--- config.mk ---
export PLATFORM = sky130hd
export DESIGN_NAME = cache_mem_arbiter
export DESIGN_NICKNAME = d
export VERILOG_FILES = /design/src/rtl/cache_mem_arbiter.sv
export SDC_FILE = /design/constraint.sdc
export NUM_CORES = 1
export LEC_CHECK = 0
export BUFFER_PORTS_ARGS = -buffer_cell sky130_fd_sc_hd__buf_2
export CAP_MARGIN = 20
export CORE_UTILIZATION = 55
export DETAILED_ROUTE_END_ITERATION = 12
export PLACE_DENSITY = 0.81
export SYNTH_ARGS = -nofsm -noshare
export SYNTH_HDL_FRONTEND = slang
export SYNTH_SLANG_ARGS = --single-unit
--- constraint.sdc ---
create_clock -name clk -period 2.4 [get_ports clk]
set_input_delay 0.48 -clock clk [delete_from_list [all_inputs] [get_ports clk]]
set_output_delay 0.48 -clock clk [all_outputs]
set_load 0.02 [all_outputs]
--- src/rtl/cache_mem_arbiter.sv ---
// rtl/cache_mem_arbiter.sv - two-requester cache line-fill / write-back arbiter for one memory port
//
// Shares the main-memory port between requester 0 (instruction side) and
// requester 1 (data side). A granted requester owns the port for one whole
// line: LINE_WORDS accesses, each a one-cycle strobe followed by MEM_LATENCY
// wait cycles, then a one-cycle done pulse.
//
// Ports:
//   clk        in   rising-edge clock
//   reset      in   synchronous active-high reset
//   req[1:0]   in   per-requester request, held until done[i]
//   rw[1:0]    in   per-requester direction, 1 = read (fill), 0 = write (write-back)
//   grant      out  one-hot owner of the memory port, 00 when idle
//   mem_strobe out  one-cycle access strobe per word
//   mem_rw     out  direction latched at grant
//   word_sel   out  index of the current word within the line
//   word_rdy   out  one-cycle pulse when the current word completes
//   done[1:0]  out  one-cycle pulse to the owner after the last word
//
// Build option: ARB_FIXED_PRIO_EN - when defined, requester 0 always wins a
// tie (requester 1 may starve); otherwise ties alternate round robin.

module cache_mem_arbiter #(
    parameter int LINE_WORDS  = 4,
    parameter int MEM_LATENCY = 4,
    parameter int CNT_W       = 3
) (
    input  logic                          clk,
    input  logic                          reset,
    input  logic [1:0]                    req,
    input  logic [1:0]                    rw,
    output logic [1:0]                    grant,
    output logic                          mem_strobe,
    output logic                          mem_rw,
    output logic [$clog2(LINE_WORDS)-1:0] word_sel,
    output logic                          word_rdy,
    output logic [1:0]                    done
);

    localparam int WS_W = $clog2(LINE_WORDS);

    typedef enum logic [1:0] {S_IDLE, S_ACCESS, S_WAIT, S_DONE} state_t;

    state_t            state_q, state_d;
    logic              owner_q, owner_d;
    logic              rw_q, rw_d;
    logic [WS_W-1:0]   word_sel_q, word_sel_d;
    logic [CNT_W-1:0]  cnt_q, cnt_d;
    logic [1:0]        grant_q, grant_d;
    logic              strobe_q, strobe_d;
    logic              rdy_q, rdy_d;
    logic [1:0]        done_q, done_d;
    logic              winner;
`ifndef ARB_FIXED_PRIO_EN
    logic              last_owner_q, last_owner_d;
`endif

    // Tie-break between simultaneous requests.
    always_comb begin
`ifdef ARB_FIXED_PRIO_EN
        winner = ~req[0];
`else
        winner = (req == 2'b11) ? ~last_owner_q : req[1];
`endif
    end

    always_comb begin
        state_d    = state_q;
        owner_d    = owner_q;
        rw_d       = rw_q;
        word_sel_d = word_sel_q;
        cnt_d      = cnt_q;
`ifndef ARB_FIXED_PRIO_EN
        last_owner_d = last_owner_q;
`endif
        case (state_q)
            S_IDLE: begin
                if (req != 2'b00) begin
                    owner_d    = winner;
                    rw_d       = rw[winner];
                    word_sel_d = '0;
                    state_d    = S_ACCESS;
                end
            end
            S_ACCESS: begin
                cnt_d   = CNT_W'(MEM_LATENCY - 1);
                state_d = S_WAIT;
            end
            S_WAIT: begin
                if (cnt_q == '0) begin
                    if (word_sel_q == WS_W'(LINE_WORDS - 1)) begin
                        state_d = S_DONE;
                    end else begin
                        word_sel_d = word_sel_q + 1'b1;
                        state_d    = S_ACCESS;
                    end
                end else begin
                    cnt_d = cnt_q - 1'b1;
                end
            end
            default: begin
`ifndef ARB_FIXED_PRIO_EN
                last_owner_d = owner_q;
`endif
                word_sel_d = '0;
                state_d    = S_IDLE;
            end
        endcase

        // Outputs are registered from the next state so they line up with it.
        grant_d  = (state_d != S_IDLE) ? (owner_d ? 2'b10 : 2'b01) : 2'b00;
        strobe_d = (state_d == S_ACCESS);
        rdy_d    = (state_d == S_WAIT) && (cnt_d == '0);
        done_d   = (state_d == S_DONE) ? (owner_d ? 2'b10 : 2'b01) : 2'b00;
    end

    always_ff @(posedge clk) begin
        if (reset) begin
            state_q    <= S_IDLE;
            owner_q    <= 1'b0;
            rw_q       <= 1'b0;
            word_sel_q <= '0;
            cnt_q      <= '0;
            grant_q    <= 2'b00;
            strobe_q   <= 1'b0;
            rdy_q      <= 1'b0;
            done_q     <= 2'b00;
`ifndef ARB_FIXED_PRIO_EN
            last_owner_q <= 1'b1;
`endif
        end else begin
            state_q    <= state_d;
            owner_q    <= owner_d;
            rw_q       <= rw_d;
            word_sel_q <= word_sel_d;
            cnt_q      <= cnt_d;
            grant_q    <= grant_d;
            strobe_q   <= strobe_d;
            rdy_q      <= rdy_d;
            done_q     <= done_d;
`ifndef ARB_FIXED_PRIO_EN
            last_owner_q <= last_owner_d;
`endif
        end
    end

    assign grant      = grant_q;
    assign mem_strobe = strobe_q;
    assign mem_rw     = rw_q;
    assign word_sel   = word_sel_q;
    assign word_rdy   = rdy_q;
    assign done       = done_q;

endmodule
==> Flow_metrics.wiki, run 1 <==
{| class="wikitable"
! Metric !! Value
|-
| Run status || complete, no violations
|-
| Std-Cell Core Area || 1300 µm²
|-
| Unrepaired setup endpoints after global routing || no
|-
| Family with the most delay on the worst path || flip-flops
|-
| Area growth syn-to-layout || 15.7%
|-
| Area of the mapped netlist || 774 µm²
|-
| End of the worst hold path || word_sel[1]$_SDFFE_PP0P_
|-
| Total grt overflow || 0
|-
| Wire length after detailed routing || 1530 µm
|-
| First-pass GRT wire length || 2420 µm
|-
| DR DRC count || 0
|-
| Critical Path Fanout Max || 6
|-
| Busiest grt layer || met2
|-
| Critical register-to-register path endpoint || word_rdy$_SDFF_PP0_
|-
| Max VDD drop || 0.663 mV
|-
| Data required time at the worst endpoint || 2600 ps
|-
| Share of total power consumed by net switching || 0.362
|-
| Leak Pwr || 0.422 nW
|-
| Post-route clock skew || 3.78 ps
|-
| I/O Buffers || 14
|-
| Synthesized netlist cell count || 84
|-
| Worst hold-check path type || in -> reg
|-
| Clock-pin slew of the registers on the worst-case setup and hold paths || 100 ps
|-
| Max-slew violation total from the final report || 0
|-
| Post-layout nets || 116
|-
| Violation count after the first detailed-routing iteration || 4
|-
| Number of sinks on the clock net || 16
|-
| Worst hold slack || 464 ps
|-
| Start point of the critical path || state_q[1]$_SDFF_PP0_
|-
| Clock power share || 0.232
|-
| All-Layer GR Usage || 0.237
|-
| Total of fill cells in the finished design || 118
|-
| Area of the die || 1560 µm²
|-
| Type of element launching the critical path || flip-flop
|-
| Net switching power of the design || 0.288 mW
|-
| Sequential element share of the synthesized area || 0.414
|-
| Combinational group share of total power || 0.359
|-
| Final-layout setup total negative slack || 0 ps
|-
| Arrival time of data at the critical path endpoint || 1910 ps
|-
| Fraction of met3 tracks used by global routing || 0.0341
|-
| Global routing usage on met2 || 0.402
|-
| Reg-to-Reg Start || state_q[1]$_SDFF_PP0_
|-
| Starting utilization of the core area || 0.595
|-
| Worst Setup End Kind || flip-flop
|-
| Number of inserted diodes || 0
|-
| Part of the cycle the worst path needs || 0.709
|-
| Cells on worst reg2reg path || 6
|-
| Cell Rows || 13
|-
| Vertical die dimension || 39.5 µm
|-
| Sequential cell area || 320 µm²
|-
| Initial antenna violation count || 0
|-
| Slew at the pin closest to its max-slew limit || 459 ps
|-
| Maximum number of buffers from clock root to sink || 2
|-
| Minimum clock period || 1700 ps
|-
| Cells on Worst Hold Path || 2
|-
| Max_slew headroom || 0.691
|-
| Post-synthesis net count || 98
|-
| H-tree depth || 1
|-
| Via count || 635
|-
| Async SR Flop Fraction || 0
|-
| Power per cell area || 889 nW/µm²
|-
| Top-level port count || 15
|-
| Vias in the first global route || 576
|-
| FF-to-FF setup slack || 700 ps
|-
| Max stage delay on crit path || 440 ps
|-
| Sequential fraction of design power || 0.409
|-
| Area of combinational cells with multiple inputs || 428 µm²
|-
| Router iterations before antenna repair || 4
|-
| Detail Route Antenna Nets || 0
|-
| CTS tree || yes
|-
| Number of synthesized register bits || 16
|-
| Fraction of layout cells with a size suffix above 1 || 0.228
|-
| DPL Wire Length || 1160 µm
|-
| Post-CTS Repair Setup Buffers || 0
|-
| Cell-internal power || 0.508 mW
|-
| Detail-routed net length per standard cell || 13.2 µm
|-
| Finished Cell Area || 896 µm²
|-
| Area after DPL || 860 µm²
|-
| Maximum Capacitance Violations || 0
|-
| Die outline width || 39.5 µm
|-
| Upper clock frequency limit || 587 MHz
|-
| Clock root buffer || sky130_fd_sc_hd__clkbuf_4
|-
| CP bufs+invs || 1
|-
| Mean number of vias per cell || 5.47
|-
| Final Setup Violations || 0
|-
| Type of the setup path with the least slack || reg -> reg
|-
| Count of synthesis-stage warnings from yosys || 0
|-
| Most instantiated flip-flop cell in the synthesis netlist || sky130_fd_sc_hd__dfxtp_1
|-
| Number of buffers inserted during clock tree synthesis || 3
|-
| Synthesized area per cell || 9.22 µm²
|-
| Cell with the biggest individual delay on the critical path || sky130_fd_sc_hd__dfxtp_1
|-
| Count of endpoints failing hold in the final timing report || 0
|-
| Netlist cell types || 30
|-
| GR met1 Demand/Resource || 0.282
|-
| Hold Crit Start || reset
|-
| Post-synth EDFFs || 0
|-
| Series of cell instances along the critical path || ha_1 > inv_2 > o31ai_1 > a22oi_1 > nor2b_1 > and4_1
|-
| Global placer's final weighted congestion || 0.817
|-
| Insertion delay of the later-clocked pin in the worst-skew pair || 300 ps
|-
| Hold_buf cts || 0
|-
| Largest net degree at the start of global routing || 10
|-
| Count of cells resized by post-cts repair || 0
|}
metrics by stage:
step	std cells	setup slack (ps)	utilization	power, mW
after floorplan	84	926	-	0.544
after global placement	112	780	0.661	0.603
after detailed placement	112	730	0.661	0.613
after CTS	116	712	0.688	0.792
after global routing	116	571	0.688	0.842
final	116	697	0.688	0.796
placed cells by master (no fill, tap or decap), types with 2 or more instances in the layout:
| cell | netlist | final |
|---|---|---|
| sky130_fd_sc_hd__nand2b_1 | 2 | 2 |
| sky130_fd_sc_hd__nor2_1 | 14 | 14 |
| sky130_fd_sc_hd__clkbuf_4 | 0 | 3 |
| sky130_fd_sc_hd__o21ai_0 | 5 | 5 |
| sky130_fd_sc_hd__a21oi_1 | 2 | 2 |
| sky130_fd_sc_hd__nor2b_1 | 3 | 3 |
| sky130_fd_sc_hd__buf_2 | 0 | 14 |
| sky130_fd_sc_hd__dfxtp_1 | 16 | 16 |
| sky130_fd_sc_hd__a22oi_1 | 2 | 2 |
| sky130_fd_sc_hd__nand3_1 | 2 | 2 |
| sky130_fd_sc_hd__ha_1 | 8 | 8 |
| sky130_fd_sc_hd__nand2_1 | 4 | 4 |
| sky130_fd_sc_hd__mux2i_1 | 3 | 3 |
| sky130_fd_sc_hd__inv_1 | 5 | 5 |
kinds of logic (layout without fill, tap and decap cells):
logic type	count (synthesis)	after routing	share of synthesized area
and+or+nand+nor	32	32	0.216
AOI/OAI and AO/OA	18	18	0.168
DFF	16	16	0.414
adders and majority gates	8	8	0.129
buffers and inverters	7	24	0.0339
muxes	3	3	0.0388
synthesized netlist by cell type (all sizes together) (2+ instances only):
| master | number | area share |
|---|---|---|
| nand3 | 2 | 0.013 |
| mux2i | 3 | 0.039 |
| o21ai | 6 | 0.044 |
| nor2b | 4 | 0.042 |
| nand2b | 2 | 0.016 |
| a22oi | 2 | 0.019 |
| dfxtp | 16 | 0.41 |
| and2 | 2 | 0.019 |
| nand2 | 4 | 0.019 |
| ha | 8 | 0.13 |
| a21oi | 2 | 0.013 |
| inv | 6 | 0.029 |
| nor2 | 14 | 0.068 |
per-layer routing:
layer	part of all wire	vias to the layer above
met5	0	-
met4	0.025	0
met3	0.030	5
met2	0.49	15
met1	0.46	292
li1	-	323
cell type report:
cell class,instances,share of cell area
Inverter,6,0.0251
Tap cell,15,0.0209
Clock buffer,4,0.0405
Sequential cell,16,0.358
Multi-Input combinational cell,61,0.478
Timing Repair Buffer,14,0.0782
flip-flops by register name (all words and copies together), names as in the netlist:
register      flops
cnt_q             3
done              2
grant             2
last_owner_q      1
mem_rw            1
mem_strobe        1
owner_q           1
state_q           2
word_rdy          1
word_sel          2
worst register-to-register path: stages (launching register included):
cell and delay, ps:
sky130_fd_sc_hd__dfxtp_1 440, sky130_fd_sc_hd__ha_1 350, sky130_fd_sc_hd__inv_2 120, sky130_fd_sc_hd__o31ai_1 250
sky130_fd_sc_hd__a22oi_1 120, sky130_fd_sc_hd__nor2b_1 140, sky130_fd_sc_hd__and4_1 180
power groups by stage:
stage | Sequential (mW) | Combinational, mW | Clock (mW)
floorplan | 0.354 | 0.190 | 0
global placement | 0.329 | 0.274 | 0
detailed placement | 0.332 | 0.281 | 0
CTS | 0.326 | 0.283 | 0.183
global route | 0.332 | 0.315 | 0.195
finish | 0.325 | 0.286 | 0.184
how the worst max path moves through the flow:
stage,depth (start not counted),end
2_1_floorplan,6,word_rdy$_SDFF_PP0_
3_3_place_gp,6,word_rdy$_SDFF_PP0_
6_report,6,word_rdy$_SDFF_PP0_
5_1_grt,6,grant[1]$_SDFF_PP0_
3_5_place_dp,6,grant[1]$_SDFF_PP0_
4_1_cts,6,word_rdy$_SDFF_PP0_
No activity file was read; power rests on OpenSTA's default activity.
==> inputs of run 2 (changes only) <==
--- a/config.mk
+++ b/config.mk
@@ -5,11 +5,12 @@
 export SDC_FILE = /design/constraint.sdc
 export NUM_CORES = 1
 export LEC_CHECK = 0
+export ABC_AREA = 1
 export BUFFER_PORTS_ARGS = -buffer_cell sky130_fd_sc_hd__buf_2
 export CAP_MARGIN = 20
-export CORE_UTILIZATION = 55
+export CORE_UTILIZATION = 53
 export DETAILED_ROUTE_END_ITERATION = 12
-export PLACE_DENSITY = 0.81
+export PLACE_DENSITY = 0.78
 export SYNTH_ARGS = -nofsm -noshare
 export SYNTH_HDL_FRONTEND = slang
 export SYNTH_SLANG_ARGS = --single-unit
==> constraint.sdc (replaced) <==
create_clock -name clk -period 1.75 [get_ports clk]
set_input_delay 0.35 -clock clk [delete_from_list [all_inputs] [get_ports clk]]
set_output_delay 0.35 -clock clk [all_outputs]
set_load 0.02 [all_outputs]
==> run 2 against run 1 <==
  * Area after synthesis is 11% higher
  * Routed wire length is 4.4% higher
  * Fmax is 14% higher
  * Synthesized cell count is 33% higher
  * Highest routed layer unchanged
  * Clock skew is 4.4 ps higher
  * Die area is 15% higher
  * Register-to-register slack worse by 440 ps
  * Flip-flop and latch count stayed put
  * Utilization is 4.8 points lower
  * Power is 100% higher
  * Worst setup slack worse by 440 ps
==> Flow_metrics.wiki, run 2 <==
{| class="wikitable"
! Metric !! Value
|-
| Upper clock frequency limit || 669 MHz
|-
| Combinational group share of total power || 0.517
|-
| H-tree depth || 1
|-
| Via count || 737
|-
| Routed length on met3 || 50 µm
|-
| Cell Rows || 14
|-
| Router iterations before antenna repair || 4
|-
| Worst Setup End Kind || flip-flop
|-
| Final Setup Violations || 0
|-
| Detail-routed net length per standard cell || 11.1 µm
|-
| Run status || complete, no violations
|-
| Count of synthesis-stage warnings from yosys || 0
|-
| Top-level port count || 15
|-
| Critical Path Fanout Max || 10
|-
| Most used cells in the layout excluding fill and tap cells || sky130_fd_sc_hd__nand2_1, sky130_fd_sc_hd__dfxtp_1, sky130_fd_sc_hd__inv_1, sky130_fd_sc_hd__buf_2, sky130_fd_sc_hd__nor2_1
|-
| Vias in the first global route || 651
|-
| Commonest non-fill, non-tap cell in the layout || sky130_fd_sc_hd__nand2_1
|-
| CTS tree || yes
|-
| DR DRC count || 0
|-
| Post-CTS Repair Setup Buffers || 0
|-
| Share of total power consumed by net switching || 0.453
|-
| Met2 wire length || 755 µm
|-
| Post-route clock skew || 8.16 ps
|-
| Area after DPL || 928 µm²
|-
| Initial antenna violation count || 0
|-
| Max reg flops || 3
|-
| Clock-pin slew of the registers on the worst-case setup and hold paths || 100 ps
|-
| Count of endpoints failing hold in the final timing report || 0
|-
| Share of the synthesized area in compound gates (AO/OA/AOI/OAI) || 0.0930
|-
| Total of fill cells in the finished design || 140
|-
| Worst hold-check path type || in -> reg
|-
| Top sig layer || met4
|-
| Finished Cell Area || 965 µm²
|-
| First-pass GRT wire length || 2670 µm
|-
| Max VDD drop || 0.860 mV
|-
| Max_slew headroom || 0.749
|-
| Clock power share || 0.155
|-
| Share of synthesized area spent on multiplexers || 0
|-
| Data required time at the worst endpoint || 1940 ps
|-
| Hold_buf cts || 0
|-
| Net switching power of the design || 0.734 mW
|-
| Type of element launching the critical path || flip-flop
|-
| Count of cells resized by post-cts repair || 0
|-
| Largest net degree at the start of global routing || 11
|-
| Die outline width || 42.3 µm
|-
| Most frequent cells after synthesis || sky130_fd_sc_hd__nand2_1, sky130_fd_sc_hd__dfxtp_1, sky130_fd_sc_hd__inv_1
|-
| Arrival time of data at the critical path endpoint || 1690 ps
|-
| Number of synthesized register bits || 16
|-
| Std-Cell Core Area || 1510 µm²
|-
| All-Layer GR Usage || 0.201
|-
| Sequential fraction of design power || 0.328
|-
| Dominant combinational cell family by area after synthesis || simple AND/OR/NAND/NOR gates
|-
| Fraction of layout cells with a size suffix above 1 || 0.250
|-
| Total grt overflow || 0
|-
| Clock root buffer || sky130_fd_sc_hd__clkbuf_4
|-
| Number of sinks on the clock net || 16
|-
| Vertical die dimension || 42.3 µm
|-
| Cell-internal power || 0.885 mW
|-
| Insertion delay of the later-clocked pin in the worst-skew pair || 300 ps
|-
| Maximum number of buffers from clock root to sink || 2
|-
| Post-layout utilization of the core || 0.640
|-
| Synth top area cells || sky130_fd_sc_hd__dfxtp_1, sky130_fd_sc_hd__ha_1, sky130_fd_sc_hd__nand2_1
|-
| Wire length after detailed routing || 1590 µm
|-
| Post-layout nets || 143
|-
| Leak Pwr || 0.500 nW
|-
| Mean number of vias per cell || 5.12
|-
| XOR/XNOR share of the synthesized area || 0
|-
| Synthesized area per cell || 7.69 µm²
|-
| Post-synthesis net count || 126
|-
| Part of the cycle the worst path needs || 0.855
|-
| Maximum Capacitance Violations || 0
|-
| Final-layout setup total negative slack || 0 ps
|-
| Synthesized netlist cell count || 112
|-
| Detail Route Antenna Nets || 0
|-
| Area of the die || 1790 µm²
|-
| Starting utilization of the core area || 0.571
|-
| Max-slew violation total from the final report || 0
|-
| Netlist cell types || 20
|-
| Top-count cell post-synth || sky130_fd_sc_hd__nand2_1
|-
| Power per cell area || 1680 nW/µm²
|-
| Post-synth top area share || 0.372
|-
| Async SR Flop Fraction || 0
|-
| Cell taking the most area after synthesis || sky130_fd_sc_hd__dfxtp_1
|-
| Minimum clock period || 1500 ps
|-
| Global placer's final weighted congestion || 0.883
|-
| Adder-cell area share of the yosys netlist || 0.116
|-
| DPL Wire Length || 1180 µm
|-
| Register with the highest flop count || cnt_q
|-
| Number of inserted diodes || 0
|-
| Most instantiated flip-flop cell in the synthesis netlist || sky130_fd_sc_hd__dfxtp_1
|-
| Area of the mapped netlist || 861 µm²
|-
| Type of the setup path with the least slack || reg -> reg
|-
| Post-synth EDFFs || 0
|-
| Sequential element share of the synthesized area || 0.372
|-
| Area growth syn-to-layout || 12.1%
|-
| Metal-1 WL || 749 µm
|-
| I/O Buffers || 14
|-
| Unrepaired setup endpoints after global routing || no
|-
| Violation count after the first detailed-routing iteration || 18
|-
| Slew at the pin closest to its max-slew limit || 377 ps
|-
| Simple-gate share of the synthesized area || 0.314
|-
| Number of buffers inserted during clock tree synthesis || 3
|}
## run 2: critical path, stage by stage, from the launching register on
cell	delay [ps]
sky130_fd_sc_hd__dfxtp_1	430
sky130_fd_sc_hd__inv_1	100
sky130_fd_sc_hd__ha_1	340
sky130_fd_sc_hd__o21ai_2	170
sky130_fd_sc_hd__nand3_2	120
sky130_fd_sc_hd__nand3_4	100
sky130_fd_sc_hd__inv_2	50
sky130_fd_sc_hd__nand2_2	50
sky130_fd_sc_hd__nor2_1	40
## run 2: layer usage
layer	track usage	vias to the layer above
li1	-	388
met1	0.242	329
met2	0.332	15
met3	0.0388	5
met4	0.113	0
met5	0	-
## run 2: power groups by stage
stage / sequential [mW] / combinational, mW / clock (mW)
after global routing: 0.545 / 0.945 / 0.264
after CTS: 0.532 / 0.839 / 0.254
final: 0.531 / 0.838 / 0.251
after detailed placement: 0.541 / 0.826 / 0
after floorplan: 0.596 / 0.608 / 0
after global placement: 0.536 / 0.812 / 0
## run 2: kinds of logic after synthesis
kind of cell | Yosys count
simple gates | 55
compound gates | 13
fa+ha+maj | 8
flops | 16
buf+inv | 20
## run 2: final timing paths
path | from | endpoint | slack, ps | cells after the start
worst max register to register | state_q[0]$_SDFF_PP0_ | done[1]$_SDFF_PP0_ | 250 | 8
worst max-delay path | state_q[0]$_SDFF_PP0_ | done[1]$_SDFF_PP0_ | 250 | 8
worst min register to register | word_sel[1]$_SDFFE_PP0P_ | word_sel[1]$_SDFFE_PP0P_ | 500 | 2
worst min-delay path | rw[0] | mem_rw$_SDFFE_PP0P_ | 300 | 3
## run 2: through the flow
| step | hold slack [ps] | setup slack [ps] | cells | power (mW) |
|---|---|---|---|---|
| finish | 302 | 254 | 144 | 1.62 |
| global route | 322 | 89.2 | 144 | 1.75 |
| CTS | 306 | 260 | 144 | 1.62 |
| detailed placement | 459 | 270 | 140 | 1.37 |
| global placement | 461 | 309 | 140 | 1.35 |
| floorplan | 435 | 430 | 112 | 1.20 |
## run 2: area by class of cell
| type | instances | area, µm² | share of cell area |
|---|---|---|---|
| clock buffers | 4 | 36.3 | 0.0376 |
| inverters | 18 | 67.6 | 0.0700 |
| multi-input cells | 76 | 450 | 0.467 |
| flip-flops and latches | 16 | 320 | 0.332 |
| well taps | 16 | 20.0 | 0.0208 |
| repair buffers | 14 | 70.1 | 0.0726 |
==> inputs of run 3 (changes only) <==
--- a/config.mk
+++ b/config.mk
@@ -5,12 +5,12 @@
 export SDC_FILE = /design/constraint.sdc
 export NUM_CORES = 1
 export LEC_CHECK = 0
-export ABC_AREA = 1
+export ABC_AREA = 0
 export BUFFER_PORTS_ARGS = -buffer_cell sky130_fd_sc_hd__buf_2
 export CAP_MARGIN = 20
-export CORE_UTILIZATION = 53
+export CORE_UTILIZATION = 55
 export DETAILED_ROUTE_END_ITERATION = 12
-export PLACE_DENSITY = 0.78
+export PLACE_DENSITY = 0.81
 export SYNTH_ARGS = -nofsm -noshare
 export SYNTH_HDL_FRONTEND = slang
 export SYNTH_SLANG_ARGS = --single-unit
==> constraint.sdc (replaced) <==
create_clock -name clk -period 1.8 [get_ports clk]
set_input_delay 0.36 -clock clk [delete_from_list [all_inputs] [get_ports clk]]
set_output_delay 0.36 -clock clk [all_outputs]
set_load 0.02 [all_outputs]
==> run 3 against run 2 <==
  * Via count shrank 11%
  * Final area shrank 7.5%
  * Sequential share of layout area grew 2.7 points
  * Combinational power shrank 53%
  * Worst setup slack lost 170 ps
  * Power shrank 37%
  * Die area shrank 13%
  * Critical path depth shrank 2
  * Flip-flop and latch count is the same
  * Final cell count shrank 19%
  * Global-route usage grew 4.6 points
  * Fmax shrank 13%
  * Critical path type unchanged
  * Highest routed layer unchanged
==> Flow_metrics.wiki, run 3 (same netlist as run 1, synthesis figures left out) <==
{| class="wikitable"
! Metric !! Value
|-
| Number of inserted diodes || 0
|-
| Type of the setup path with the least slack || reg -> reg
|-
| H-tree depth || 1
|-
| Post-Place Worst Slack || 142 ps
|-
| Vias in the first global route || 592
|-
| Fraction of layout cells with a size suffix above 1 || 0.238
|-
| Leak Pwr || 0.418 nW
|-
| All-Layer GR Usage || 0.247
|-
| Number of placed cells counting well taps || 112
|-
| Largest net degree at the start of global routing || 10
|-
| Wire length after detailed routing || 1530 µm
|-
| Number of sinks on the clock net || 16
|-
| DR DRC count || 0
|-
| Global placer's final weighted congestion || 0.817
|-
| Minimum clock period || 1720 ps
|-
| Type of element launching the critical path || flip-flop
|-
| Cell with the biggest individual delay on the critical path || sky130_fd_sc_hd__dfxtp_1
|-
| DPL Wire Length || 1160 µm
|-
| Router iterations before antenna repair || 4
|-
| FF-to-FF setup slack || 80 ps
|-
| Worst hold-check path type || in -> reg
|-
| Number of buffers inserted during clock tree synthesis || 3
|-
| Total grt overflow || 0
|-
| Starting utilization of the core area || 0.595
|-
| Detail-routed net length per standard cell || 13.2 µm
|-
| Most used cells in the layout excluding fill and tap cells || sky130_fd_sc_hd__dfxtp_1, sky130_fd_sc_hd__nor2_1, sky130_fd_sc_hd__buf_2, sky130_fd_sc_hd__ha_1, sky130_fd_sc_hd__inv_1
|-
| Commonest non-fill, non-tap cell in the layout || sky130_fd_sc_hd__dfxtp_1
|-
| Insertion delay of the later-clocked pin in the worst-skew pair || 290 ps
|-
| Max_slew headroom || 0.681
|-
| Final Setup Violations || 0
|-
| Cell Rows || 13
|-
| Unrepaired setup endpoints after global routing || no
|-
| Upper clock frequency limit || 583 MHz
|-
| Post-layout utilization of the core || 0.686
|-
| Arrival time of data at the critical path endpoint || 1900 ps
|-
| Max stage delay on crit path || 430 ps
|-
| Area of the die || 1560 µm²
|-
| Via count || 655
|-
| Final-layout setup total negative slack || 0 ps
|-
| Max-slew violation total from the final report || 0
|-
| Count of endpoints failing hold in the final timing report || 0
|-
| Power per cell area || 1140 nW/µm²
|-
| Detail Route Antenna Nets || 0
|-
| Max reg flops || 3
|-
| Std-Cell Core Area || 1300 µm²
|-
| Mean number of vias per cell || 5.65
|-
| Post-layout nets || 117
|-
| Part of the cycle the worst path needs || 0.953
|-
| Data required time at the worst endpoint || 1990 ps
|-
| Series of cell instances along the critical path || inv_1 > ha_1 > nor4b_1 > a311oi_1 > buf_4 > nor2_1
|-
| Register with the highest flop count || cnt_q
|-
| Maximum number of buffers from clock root to sink || 2
|-
| Vertical die dimension || 39.5 µm
|-
| Slew at the pin closest to its max-slew limit || 475 ps
|-
| Least setup slack across all paths after layout || 84.8 ps
|-
| Clock-pin slew of the registers on the worst-case setup and hold paths || 90 ps
|-
| I/O Buffers || 14
|-
| Maximum Capacitance Violations || 0
|-
| Worst Setup End Kind || flip-flop
|-
| Initial antenna violation count || 0
|-
| Final Non-Filler Cells || 116
|-
| Die outline width || 39.5 µm
|-
| Run status || complete, no violations
|-
| Post-route clock skew || 3.69 ps
|-
| CTS tree || yes
|-
| Max VDD drop || 0.754 mV
|-
| Area growth syn-to-layout || 15.2%
|-
| Critical Path Fanout Max || 7
|-
| First-pass GRT wire length || 2480 µm
|-
| Top-level port count || 15
|-
| Violation count after the first detailed-routing iteration || 24
|-
| Clock root buffer || sky130_fd_sc_hd__clkbuf_4
|}
[run 3: cell types whose count changed in the layout (fill, tap and decap cells not counted), moves of 3 or more]
cell                      delta
sky130_fd_sc_hd__nor2_1      +4
sky130_fd_sc_hd__mux2i_1     +3
sky130_fd_sc_hd__nand4_1     -4
sky130_fd_sc_hd__nand2_1    -21
sky130_fd_sc_hd__nor2b_1     +3
sky130_fd_sc_hd__inv_1      -10
sky130_fd_sc_hd__nand3_1     -4
sky130_fd_sc_hd__nand2_2     -5
sky130_fd_sc_hd__a21oi_1     -5
[run 3: report_power, final]
group          internal, mW  switching (mW)  leakage [nW]
clock network        0.0779           0.113        0.0138
registers             0.404          0.0316         0.131
logic                 0.160           0.233         0.273
total                 0.642           0.378         0.418
[run 3: critical path: cells and delay by family (launching register included)]
| family | cells | cell delay (ps) |
|---|---|---|
| flops | 1 | 430 |
| compound gates | 1 | 310 |
| fa+ha+maj | 1 | 390 |
| simple gates | 2 | 210 |
| buf+inv | 2 | 270 |
[run 3: layer usage]
layer | up-vias | GRT usage | share of wire
met1 | 311 | 0.286 | 0.44
met2 | 13 | 0.410 | 0.50
li1 | 326 | - | -
met4 | 0 | 0.147 | 0.019
met3 | 5 | 0.0511 | 0.031
met5 | - | 0 | 0
[run 3: repair_timing]
action / CTS / global route
resized for setup: 0 / 3
setup endpoints to repair: 0 / 4
hold endpoints to repair: 0 / 0
hold buffers: 0 / 0
buffers inserted: 0 / 1
[run 3: path summary, 6_finish.rpt]
path	from	to	cells after the start
setup reg to reg	state_q[0]$_SDFF_PP0_	cnt_q[1]$_SDFF_PP0_	6
hold / removal	reset	word_sel[1]$_SDFFE_PP0P_	2
setup / recovery	state_q[0]$_SDFF_PP0_	cnt_q[1]$_SDFF_PP0_	6
hold reg to reg	mem_rw$_SDFFE_PP0P_	mem_rw$_SDFFE_PP0P_	2
[run 3: metrics by stage]
| step | hold WS (ps) | area, µm² | power [mW] |
|---|---|---|---|
| 3_3_place_gp | 459 | 860 | 0.804 |
| 4_1_cts | 358 | 882 | 0.999 |
| 2_1_floorplan | 459 | 774 | 0.726 |
| 5_1_grt | 368 | 892 | 1.08 |
| 6_report | 360 | 892 | 1.02 |
| 3_5_place_dp | 473 | 860 | 0.816 |
[run 3: cell type report]
| class | count | area [µm²] |
|---|---|---|
| inverters | 6 | 22.5 |
| well taps | 15 | 18.8 |
| fillers | 112 | 409 |
| multi-input cells | 61 | 430 |
| flip-flops and latches | 16 | 320 |
| repair buffers | 15 | 77.6 |
| clock buffers | 3 | 22.5 |
